<file path="config.mk">
export PLATFORM = sky130hd
export DESIGN_NAME = iobs_wq
export DESIGN_NICKNAME = d
export VERILOG_FILES = /design/src/rtl/iobs_pkg.sv /design/src/rtl/iobs_wq_fifo.sv /design/src/rtl/iobs_wq.sv
export SDC_FILE = /design/constraint.sdc
export NUM_CORES = 1
export LEC_CHECK = 0
export CORE_UTILIZATION = 33
export CTS_BUF_LIST = sky130_fd_sc_hd__clkbuf_4
export DETAILED_ROUTE_END_ITERATION = 6
export SLEW_MARGIN = 20
export SYNTH_ARGS = -nofsm -noshare
export SYNTH_HDL_FRONTEND = slang
export SYNTH_SLANG_ARGS = --single-unit
</file>
<file path="constraint.sdc">
create_clock -name CLK_FSB -period 6.2 [get_ports CLK_FSB]
set_clock_uncertainty 0.2 [all_clocks]
set_input_delay 0.62 -clock CLK_FSB [delete_from_list [all_inputs] [get_ports CLK_FSB]]
set_output_delay 0.62 -clock CLK_FSB [all_outputs]
set_load 0.05 [all_outputs]
</file>
<file path="src/rtl/iobs_pkg.sv">
// Shared types for the IO-bus slave write queue: FSM encodings, queue entry layout
// and a constant log2 helper.
package iobs_pkg;

  localparam int IOBS_AW = 23;
  localparam int IOBS_DW = 16;

  typedef enum logic [2:0] {IDLE, POST, DRAIN, WAIT, ERR, DONE} sstate_e;
  typedef enum logic [1:0] {M_IDLE, M_REQ, M_ACT} mstate_e;

  // Entry layout at the default widths; the top re-declares it at its own AW/DW.
  typedef struct packed {
    logic [IOBS_AW-1:0] a;
    logic [IOBS_DW-1:0] d;
    logic               u;
    logic               l;
    logic               rw;
  } entry_t;

  function automatic int clog2(input int v);
    int r;
    r = 0;
    while ((32'sd1 << r) < v) r++;
    return r;
  endfunction

endpackage

</file>
<file path="src/rtl/iobs_wq_fifo.sv">
// Posted-write ring buffer; a push while full is accepted when a pop lands in the same cycle.
module iobs_wq_fifo
  import iobs_pkg::*;
#(
  parameter int DEPTH = 4,
  parameter int EW    = 8
) (
  input  logic          clk,
  input  logic          rst,
  input  logic          push_i,
  input  logic [EW-1:0] din_i,
  input  logic          pop_i,
  output logic [EW-1:0] dout_o,
  output logic          full_o,
  output logic          empty_o
);

  localparam int PW = clog2(DEPTH);
  localparam logic [PW:0] CNT_FULL = (PW+1)'(DEPTH);
  localparam logic [PW:0] CNT_ONE  = (PW+1)'(1);

  logic [EW-1:0] mem_q [DEPTH];
  logic [PW-1:0] wp_q, rp_q;
  logic [PW:0]   cnt_q, cnt_d;
  logic          do_push, do_pop;

  assign full_o  = (cnt_q == CNT_FULL);
  assign empty_o = (cnt_q == '0);
  assign dout_o  = mem_q[rp_q];
  assign do_pop  = pop_i & ~empty_o;
  assign do_push = push_i & (~full_o | do_pop);

  always_comb begin
    cnt_d = cnt_q;
    case ({do_push, do_pop})
      2'b10:   cnt_d = cnt_q + CNT_ONE;
      2'b01:   cnt_d = cnt_q - CNT_ONE;
      default: cnt_d = cnt_q;
    endcase
  end

  // Pointers wrap for free because DEPTH is a power of two.
  always_ff @(posedge clk or posedge rst) begin
    if (rst) begin
      wp_q  <= '0;
      rp_q  <= '0;
      cnt_q <= '0;
    end else begin
      if (do_push) wp_q <= wp_q + 1'b1;
      if (do_pop)  rp_q <= rp_q + 1'b1;
      cnt_q <= cnt_d;
    end
  end

  always_ff @(posedge clk) begin
    if (do_push) mem_q[wp_q] <= din_i;
  end

endmodule

</file>
<file path="src/rtl/iobs_wq.sv">
// IO-bus slave with a DEPTH-entry posted-write queue; reads and non-posted writes
// wait for the queue to drain and go out through a single direct entry.
module iobs_wq
  import iobs_pkg::*;
#(
  parameter int DEPTH       = 4,
  parameter int AW          = IOBS_AW,
  parameter int DW          = IOBS_DW,
  parameter int SYNC_STAGES = 2
) (
  input  logic          CLK_FSB,
  input  logic          RES,
  input  logic          BACT,
  input  logic          IOCS,
  input  logic          IOPWCS,
  input  logic          nWE_FSB,
  input  logic          nUDS_FSB,
  input  logic          nLDS_FSB,
  input  logic [AW-1:0] A_FSB,
  input  logic [DW-1:0] D_FSB,
  output logic          Ready,
  output logic          BERR,
  output logic          nDinOE,
  output logic          IOREQ,
  output logic [AW-1:0] IOA,
  output logic [DW-1:0] IOD,
  output logic          IORW,
  output logic          IOU,
  output logic          IOL,
  input  logic          IOACT,
  input  logic          IOBERR,
  output logic          Full,
  output logic          Empty
);

  typedef struct packed {
    logic [AW-1:0] a;
    logic [DW-1:0] d;
    logic          u;
    logic          l;
    logic          rw;
  } ent_t;
  localparam int EW = $bits(ent_t);

  sstate_e s_q, s_d;
  mstate_e m_q, m_d;
  ent_t    cur_q, cur_d, dir_q, dir_d, fsb_ent;
  logic    cur_dir_q, cur_dir_d, dir_vld_q, dir_vld_d;
  logic    sticky_q, sticky_d, ready_q, ready_d, berr_q, berr_d, dinoe_n_q, dinoe_n_d;
  logic    bact_q, start;
  logic [SYNC_STAGES-1:0] act_sync_q, ber_sync_q;
  logic    acts, bers, acts_d_q, bers_d_q, act_rise, act_fall;
  logic    push, pop, dir_load, dir_done, set_sticky, clr_sticky;
  logic    fifo_full, fifo_empty;
  logic [EW-1:0] fifo_dout;

  assign fsb_ent = {A_FSB, D_FSB, ~nUDS_FSB, ~nLDS_FSB, nWE_FSB};
  assign start   = BACT & ~bact_q & IOCS;
  assign acts    = act_sync_q[SYNC_STAGES-1];
  assign bers    = ber_sync_q[SYNC_STAGES-1];
  assign act_rise = acts & ~acts_d_q;
  assign act_fall = ~acts & acts_d_q;

  iobs_wq_fifo #(.DEPTH(DEPTH), .EW(EW)) u_fifo (
    .clk     (CLK_FSB),
    .rst     (RES),
    .push_i  (push),
    .din_i   ({fsb_ent[EW-1:1], 1'b0}),
    .pop_i   (pop),
    .dout_o  (fifo_dout),
    .full_o  (fifo_full),
    .empty_o (fifo_empty)
  );

  // Master: queue head has priority; the direct entry is only loaded once the queue is empty.
  always_comb begin
    m_d        = m_q;
    cur_d      = cur_q;
    cur_dir_d  = cur_dir_q;
    pop        = 1'b0;
    dir_done   = 1'b0;
    set_sticky = 1'b0;
    case (m_q)
      M_IDLE: begin
        if (!fifo_empty) begin
          cur_d     = ent_t'(fifo_dout);
          cur_dir_d = 1'b0;
          m_d       = M_REQ;
        end else if (dir_vld_q) begin
          cur_d     = dir_q;
          cur_dir_d = 1'b1;
          m_d       = M_REQ;
        end
      end
      M_REQ: if (act_rise) m_d = M_ACT;
      M_ACT: begin
        if (act_fall) begin
          m_d = M_IDLE;
          if (cur_dir_q) dir_done = 1'b1;
          else begin
            pop        = 1'b1;
            set_sticky = bers_d_q;
          end
        end
      end
      default: m_d = M_IDLE;
    endcase
  end

  always_comb begin
    s_d        = s_q;
    ready_d    = ready_q;
    berr_d     = berr_q;
    dinoe_n_d  = dinoe_n_q;
    push       = 1'b0;
    dir_load   = 1'b0;
    clr_sticky = 1'b0;
    case (s_q)
      IDLE: begin
        if (start) begin
          if (sticky_q)                 s_d = ERR;
          else if (!nWE_FSB && IOPWCS)  s_d = POST;
          else                          s_d = DRAIN;
        end
      end
      POST: begin
        if (!BACT) s_d = IDLE;
        else if (!fifo_full || pop) begin
          push    = 1'b1;
          ready_d = 1'b1;
          s_d     = DONE;
        end
      end
      DRAIN: begin
        if (!BACT) s_d = IDLE;
        else if (fifo_empty && m_q == M_IDLE) begin
          dir_load = 1'b1;
          s_d      = WAIT;
        end
      end
      WAIT: begin
        if (!BACT) dinoe_n_d = 1'b1;
        else if (m_q == M_REQ && act_rise && cur_dir_q && cur_q.rw) dinoe_n_d = 1'b0;
        // An aborted cycle still lets the transfer finish, but its result is dropped.
        if (dir_done) begin
          if (BACT) begin
            ready_d = ~bers_d_q;
            berr_d  = bers_d_q;
            s_d     = DONE;
          end else begin
            s_d = IDLE;
          end
        end
      end
      ERR: begin
        berr_d     = 1'b1;
        clr_sticky = 1'b1;
        s_d        = DONE;
      end
      DONE: begin
        if (!BACT) begin
          ready_d   = 1'b0;
          berr_d    = 1'b0;
          dinoe_n_d = 1'b1;
          s_d       = IDLE;
        end
      end
      default: s_d = IDLE;
    endcase
  end

  always_comb begin
    dir_d     = dir_q;
    dir_vld_d = dir_vld_q;
    if (dir_load) begin
      dir_d     = fsb_ent;
      dir_vld_d = 1'b1;
    end else if (dir_done) begin
      dir_vld_d = 1'b0;
    end
    sticky_d = (sticky_q & ~clr_sticky) | set_sticky;
  end

  always_ff @(posedge CLK_FSB or posedge RES) begin
    if (RES) begin
      s_q        <= IDLE;
      m_q        <= M_IDLE;
      cur_q      <= '0;
      cur_dir_q  <= 1'b0;
      dir_q      <= '0;
      dir_vld_q  <= 1'b0;
      sticky_q   <= 1'b0;
      ready_q    <= 1'b0;
      berr_q     <= 1'b0;
      dinoe_n_q  <= 1'b1;
      bact_q     <= 1'b0;
      act_sync_q <= '0;
      ber_sync_q <= '0;
      acts_d_q   <= 1'b0;
      bers_d_q   <= 1'b0;
    end else begin
      s_q        <= s_d;
      m_q        <= m_d;
      cur_q      <= cur_d;
      cur_dir_q  <= cur_dir_d;
      dir_q      <= dir_d;
      dir_vld_q  <= dir_vld_d;
      sticky_q   <= sticky_d;
      ready_q    <= ready_d;
      berr_q     <= berr_d;
      dinoe_n_q  <= dinoe_n_d;
      bact_q     <= BACT;
      act_sync_q <= {act_sync_q[SYNC_STAGES-2:0], IOACT};
      ber_sync_q <= {ber_sync_q[SYNC_STAGES-2:0], IOBERR};
      acts_d_q   <= acts;
      // IOBERR is taken from the last sample where ACT was still high.
      bers_d_q   <= bers;
    end
  end

  assign Ready  = ready_q;
  assign BERR   = berr_q;
  assign nDinOE = dinoe_n_q;
  assign IOREQ  = (m_q == M_REQ);
  assign IOA    = cur_q.a;
  assign IOD    = cur_q.d;
  assign IORW   = cur_q.rw;
  assign IOU    = cur_q.u;
  assign IOL    = cur_q.l;
  assign Full   = fifo_full;
  assign Empty  = fifo_empty;

endmodule

</file>
==> results.txt, run 1 <==
----------------------------------------------------
[Global route]
  Number of antenna violations at the first check in global routing ... 1
  First-pass GRT wire length ... 34,500 um
  GRT Residual Overflow ... 0
  Vias in the first global route ... 6,246
  Largest net degree at the start of global routing ... 66
  Gr usage total ... 0.135

[Final layout]
  Top library cells by usage in the layout, fill and taps aside ... edfxtp_1, clkbuf_4, dfrtp_1
  Area growth syn-to-layout ... 22.4%
  Share of final-layout standard cells stronger than drive strength 1 ... 0.271
  Most common cell after layout, fill and taps aside ... edfxtp_1
  Net count reported at finish ... 813

[Critical path]
  Critical path class ... reg2out
  Required time worst endpoint ... 5.38 ns
  Worst-path fanout max ... 44
  Startpoint class of the critical path ... register
  Worst setup slack for register-to-register paths ... 2.88 ns
  Element type at the critical path end ... output pin
  Reg-to-reg critical path startpoint ... u_fifo.cnt_q[0]
  Capturing point of the worst reg2reg path ... u_fifo.cnt_q[2]
  Register-to-Register Path Depth ... 9
  Data arrival, critical path ... 2.84 ns

[Pwr]
  Total internal power ... 4.05 mW
  Power share of the sequential group ... 0.413
  Leak Pwr ... 5.27 nW
  Share of total power in the clock network ... 0.274
  Switching part of the total ... 0.342
  Power density over the cells ... 466 nW/um2
  Reported net switching power ... 2.11 mW
  Sum of internal, switching and leakage power ... 6.16 mW
  Share of total power in combinational logic ... 0.313
  VDD IR-drop max ... 0.232 mV

[Floorplan]
  Initial cell density of the core ... 0.339
  Die Footprint ... 33,400 um2
  Die width ... 183 um
  I/O pin total ... 97
  Die boundary height ... 183 um
  Rows ... 65
  CORE AREA ... 31,900 um2

[STA]
  Slew Viols, Final ... 0
  Part of the cycle the worst path needs ... 0.590
  Clock period minus worst slack ... 3.66 ns
  Slew at the pin closest to its max-slew limit ... 0.909 ns
  Setup Viol. Count Final ... 0
  Unrepaired setup endpoints after global routing ... no
  Achievable clock frequency ... 273 MHz
  Hold violation count in the final report ... 0
  Remaining max-slew budget at the tightest pin ... 0.394
  Setup TNS after final layout ... 0 ns

[Logic synthesis]
  Mean cell area of the mapped netlist ... 17.5 um2
  Synthesis Warnings ... 0
  Register bit total from synthesis ... 273
  Synthesized Nets ... 672
  Async set-reset flop share out of synthesis ... 0.399
  Number of enable flip-flop cells after synthesis ... 164
  Synthesized instance count ... 617
  Sequential area share after synthesis ... 0.709
  Post-synthesis instance area ... 10,800 um2
  Distinct cells, synth ... 51
  Main flop type after synthesis ... edfxtp_1

[Clocking]
  TritonCTS clock tree ... built
  Post-CTS setup repair buffer count ... 0
  Root buffer selected by CTS ... clkbuf_4
  Clock sink count ... 273
  Hold buffer count at CTS ... 0
  CTS clk-pin slew, worst paths ... 0.06 ns
  Clock latency on the worst-skew pair ... 0.66 ns
  Buffers from clock root to sink, at most ... 3
  Post-cts gate resize count ... 0
  H-tree depth reported by CTS ... 3
  Number of buffers inserted during clock tree synthesis ... 73

[Detailed routing]
  Post-route DRC ... 0
  Number of antenna-violating nets in the routed design ... 0
  Total Routed Length ... 21,400 um
  Vias after detailed routing ... 5,732
  Detailed-router iteration count before antenna repair ... 4
  Number of design-rule violations left by the first detailed-router iteration ... 284
  Per-cell via count in the routed design ... 4.58
  Final routed wire length divided by cell count ... 17.1 um

[Outcome]
  Run status ... completed

[Min path]
  Worst-case hold path end point ... bers_d_q
  Worst hold path type ... reg2reg
  Hold_sp ... ber_sync_q[1]
  Worst Hold Path Cells ... 0

[Placed design]
  Total of buffers placed on input and output ports ... 96
  Routability-driven placement congestion ratio ... 0.783
  Post-detailed-placement half-perimeter wirelength ... 12,700 um

[Flow run]
  Reported max-cap violation count ... 0

----------------------------------------------------
==> worst max-delay path by stage <==
| stage | to | slack [ns] | startpoint | cells past startpoint |
|---|---|---|---|---|
| final | Empty | 2.54 | u_fifo.cnt_q[2] | 3 |
| after global routing | Empty | 2.40 | u_fifo.cnt_q[0] | 3 |
| after CTS | Empty | 2.46 | u_fifo.cnt_q[2] | 3 |
| after detailed placement | u_fifo.cnt_q[2] | 2.87 | u_fifo.cnt_q[0] | 9 |
| after global placement | u_fifo.mem_q[2][14] | 2.65 | BACT | 4 |
| after floorplan | BERR | 2.51 | RES | 1 |
==> metal layers <==
metal | GRT usage | routed length, um | part of all wire
met5 | 0 | 0 | 0
met4 | 0.0560 | 502 | 0.023
met3 | 0.0342 | 1050 | 0.049
met2 | 0.215 | 10200 | 0.48
met1 | 0.175 | 9620 | 0.45
==> critical path: stages, from the launching register on <==
cell,delay (ns)
dfrtp_1,0.41
or3_4,0.74
clkinv_2,0.20
clkdlybuf4s50_1,0.85
==> layout make-up <==
cell class                      instances  area, um2
Antenna cell                            1       2.50
Clock buffer                          123        923
Clock inverter                         10       98.8
Fill cell                            2976      18700
Inverter                               15       62.6
Multi-Input combinational cell        296       2940
Sequential cell                       273       7660
Tap cell                              435        544
Timing Repair Buffer                   99        983
==> kinds of logic (layout without fill, tap and decap cells) <==
group | Yosys count | after routing | synth area share
fa+ha+maj | 6 | 6 | 0.00765
flops | 273 | 273 | 0.709
simple gates | 84 | 84 | 0.0382
buf+inv | 48 | 247 | 0.0214
mux | 125 | 125 | 0.179
other cells | 0 | 1 | 0
compound gates | 74 | 74 | 0.0396
xor+xnor | 7 | 7 | 0.00568
==> sequential cells by signal (all words and copies together) (netlist names) <==
signal and cells:
BERR 1, IOA 23, IOD 16, IOL 1, IORW 1, IOU 1, Ready 1, act_sync_q 2
acts_d_q 1, bact_q 1, ber_sync_q 2, bers_d_q 1, cur_dir_q 1, dir_q 42, dir_vld_q 1, m_q 2
nDinOE 1, s_q 3, sticky_q 1, u_fifo.cnt_q 3, u_fifo.mem_q 164, u_fifo.rp_q 2, u_fifo.wp_q 2
==> cell usage after synthesis (all sizes together) (3+ instances only) <==
library cell	count	area (um2)
a21oi	6	30.0
a32o	3	30.0
and2	5	31.3
buf	20	124
clkbuf	13	50.0
dfrtp	108	2700
edfxtp	164	4920
ha	5	62.6
inv	14	52.6
mux2	41	574
mux2i	43	430
mux4	41	923
nand2	53	199
nand2b	3	18.8
nor2	4	15.0
nor2b	3	18.8
o211ai	5	37.5
o21ai	50	250
xnor2	4	35.0
xor2	3	26.3
==> power groups by stage <==
stage / sequential [mW] / combinational (mW) / clock, mW
after global routing: 2.61 / 2.09 / 1.85
after CTS: 2.56 / 1.96 / 1.75
after floorplan: 2.92 / 1.01 / 0
after detailed placement: 2.59 / 1.96 / 0
final: 2.55 / 1.92 / 1.69
after global placement: 2.59 / 1.94 / 0
==> metrics by stage <==
step                      area (um2)  utilization  std cells  hold WS [ns]  setup slack (ns)
after floorplan                10800            -        617         0.131              2.51
after global placement         12200        0.382       1118         0.136              2.65
after detailed placement       12200        0.382       1118         0.140              2.87
after CTS                      13200        0.414       1251         0.151              2.46
after global routing           13200        0.414       1252         0.153              2.40
final                          13200        0.414       1252         0.148              2.54
No activity file was read; power rests on OpenSTA's default activity.
==> inputs of run 2 (changes only) <==
Clock period 6.2 ns to 3.63 ns, I/O delays scaled along.
==> run 2 against run 1 <==
Clock-buffer cell count is 12 lower. Worst setup slack worse by 1.8 ns. Die area stayed put. Critical endpoint unchanged. Combinational power is 76% higher. Routed wire length is 0.62% higher. Clock power is 66% higher. Global-route usage hardly changed. Sequential share of layout area is 0.66 points lower. First-iteration DRC count is 11% lower. Worst hold slack better by 0.0026 ns. Sequential power is 69% higher. Design area is 1.2% higher. Critical path type unchanged. Largest cell class unchanged.
==> results.txt, run 2 (synthesis results as in run 1) <==
----------------------------------------------------
[STA]
  Slew at the pin closest to its max-slew limit ... 0.809 ns (-0.100 ns)
  Unrepaired setup endpoints after global routing ... no
  Part of the cycle the worst path needs ... 0.807
  Setup Viol. Count Final ... 0 (unchanged)
  Setup TNS after final layout ... 0 ns (unchanged)
  Hold violation count in the final report ... 0 (unchanged)
  Clock period minus worst slack ... 2.93 ns
  Slew Viols, Final ... 0 (unchanged)
  Hold_ws ... 0.150 ns (+0.00259 ns)
  Remaining max-slew budget at the tightest pin ... 0.461 (+0.0669)
  Achievable clock frequency ... 341 MHz

[Clocking]
  CTS clk-pin slew, worst paths ... 0.06 ns (about the same)
  Number of buffers inserted during clock tree synthesis ... 72 (-1.4%)
  Clock latency on the worst-skew pair ... 0.67 ns (about the same)
  Post-cts gate resize count ... 0 (unchanged)
  H-tree depth reported by CTS ... 3 (unchanged)
  Buffers from clock root to sink, at most ... 3 (unchanged)
  Root buffer selected by CTS ... clkbuf_4
  TritonCTS clock tree ... built
  Clock sink count ... 273 (unchanged)

[Pwr]
  Switching part of the total ... 0.347 (+0.00459)
  Reported net switching power ... 3.63 mW (+73%)
  Share of total power in the clock network ... 0.267 (-0.007)
  Power density over the cells ... 784 nW/um2 (+68%)
  Leak Pwr ... 5.35 nW (+1.4%)
  Total internal power ... 6.85 mW (+69%)
  Sum of internal, switching and leakage power ... 10.5 mW (+70%)
  Power share of the sequential group ... 0.411 (-0.002)
  VDD IR-drop max ... 0.420 mV (+81%)
  Share of total power in combinational logic ... 0.322 (+0.009)

[Placed design]
  Post-detailed-placement half-perimeter wirelength ... 13,600 um (+7.0%)
  Total of buffers placed on input and output ports ... 96 (unchanged)
  Routability-driven placement congestion ratio ... 0.782 (-0.15%)

[Floorplan]
  CORE AREA ... 31,900 um2 (unchanged)
  Die Footprint ... 33,400 um2 (unchanged)
  Die boundary height ... 183 um (unchanged)
  I/O pin total ... 97 (unchanged)
  Die width ... 183 um (unchanged)
  Initial cell density of the core ... 0.339 (unchanged)
  Rows ... 65 (unchanged)

[Final layout]
  Top library cells by usage in the layout, fill and taps aside ... edfxtp_1, clkbuf_4, dfrtp_1
  Net count reported at finish ... 827 (+1.7%)
  Max FFs per register ... 164 (unchanged)
  Area growth syn-to-layout ... 23.8%
  Share of final-layout standard cells stronger than drive strength 1 ... 0.273 (+0.00178)
  Register ranked first by flip-flop count ... u_fifo.mem_q
  Most common cell after layout, fill and taps aside ... edfxtp_1

[Critical path]
  Required time worst endpoint ... 3.07 ns (-2.31 ns)
  Startpoint class of the critical path ... register
  Critical path class ... reg2out
  Element type at the critical path end ... output pin
  Worst-path fanout max ... 4 (-91%)
  Data arrival, critical path ... 2.37 ns (-0.47 ns)

[Detailed routing]
  Post-route DRC ... 0 (unchanged)
  Number of antenna-violating nets in the routed design ... 0 (unchanged)
  Number of design-rule violations left by the first detailed-router iteration ... 254 (-11%)
  Detailed-router iteration count before antenna repair ... 4 (unchanged)
  Per-cell via count in the routed design ... 4.56 (-0.42%)
  Total Routed Length ... 21,500 um (+0.62%)
  Vias after detailed routing ... 5,767 (+0.61%)
  Final routed wire length divided by cell count ... 17.0 um (-0.41%)

[Global route]
  Gr usage total ... 0.135 (+0.000234)
  GRT Residual Overflow ... 0 (unchanged)
  Largest net degree at the start of global routing ... 47 (-29%)
  First-pass GRT wire length ... 34,800 um (+0.88%)
  Vias in the first global route ... 6,375 (+2.1%)
  Number of antenna violations at the first check in global routing ... 1 (unchanged)

[Outcome]
  Run status ... completed

[Min path]
  Worst hold path type ... reg2reg

[Flow run]
  Reported max-cap violation count ... 0 (unchanged)

----------------------------------------------------
run 2: worst max-delay path: stages, from the launching register on:
cell and delay (ns):
dfrtp_1 0.40, or3_4 0.40, clkinv_2 0.09, clkdlybuf4s50_1 0.84
run 2: worst paths after layout:
path	startpoint	endpoint	slack, ns	cells past startpoint
min in group asynchronous	RES	dir_q[37]	0.43	3
setup / recovery	u_fifo.cnt_q[2]	Empty	0.70	3
max in group asynchronous	RES	IOD[1]	2.02	4
hold / removal	ber_sync_q[1]	bers_d_q	0.15	0
hold reg to reg	ber_sync_q[1]	bers_d_q	0.15	0
setup reg to reg	act_sync_q[1]	u_fifo.cnt_q[2]	0.95	8
run 2: area by class of cell:
cell class	count	area (um2)
sequential	273	7660
timing repair buffer	114	1180
antenna	1	2.50
clock inverter	20	146
multi-input combinational	296	2940
inverter	15	62.6
clock buffer	111	833
tap	435	544
fill	2980	18500
run 2: what timing repair did:
action / in CTS / in global routing
endpoints found under the setup margin: 0 / 0
endpoints found under the hold margin: 36 / 0
hold buffers: 3 / 0
setup buffers: 0 / 0
run 2: through the flow:
| step | instance area [um2] | cells | setup WS [ns] | utilization |
|---|---|---|---|---|
| after floorplan | 10800 | 617 | 0.195 | - |
| after global placement | 12400 | 1130 | 0.846 | 0.387 |
| after detailed placement | 12400 | 1130 | 0.803 | 0.387 |
| after CTS | 13400 | 1264 | 0.632 | 0.419 |
| after global routing | 13400 | 1265 | 0.590 | 0.419 |
| final | 13400 | 1265 | 0.701 | 0.419 |
run 2: power by group through the flow:
stage	Sequential (mW)	Combinational [mW]	Clock, mW
after CTS	4.33	3.44	2.91
after floorplan	4.98	1.73	0
after detailed placement	4.38	3.42	0
final	4.31	3.37	2.80
after global placement	4.37	3.40	0
after global routing	4.41	3.67	3.05
run 2: layer usage:
layer,vias up,track usage,wire length [um]
met5,-,0,0
met3,40,0.0383,1010
met1,2892,0.174,9800
met4,0,0.0497,386
met2,134,0.218,10300
li1,2701,-,-
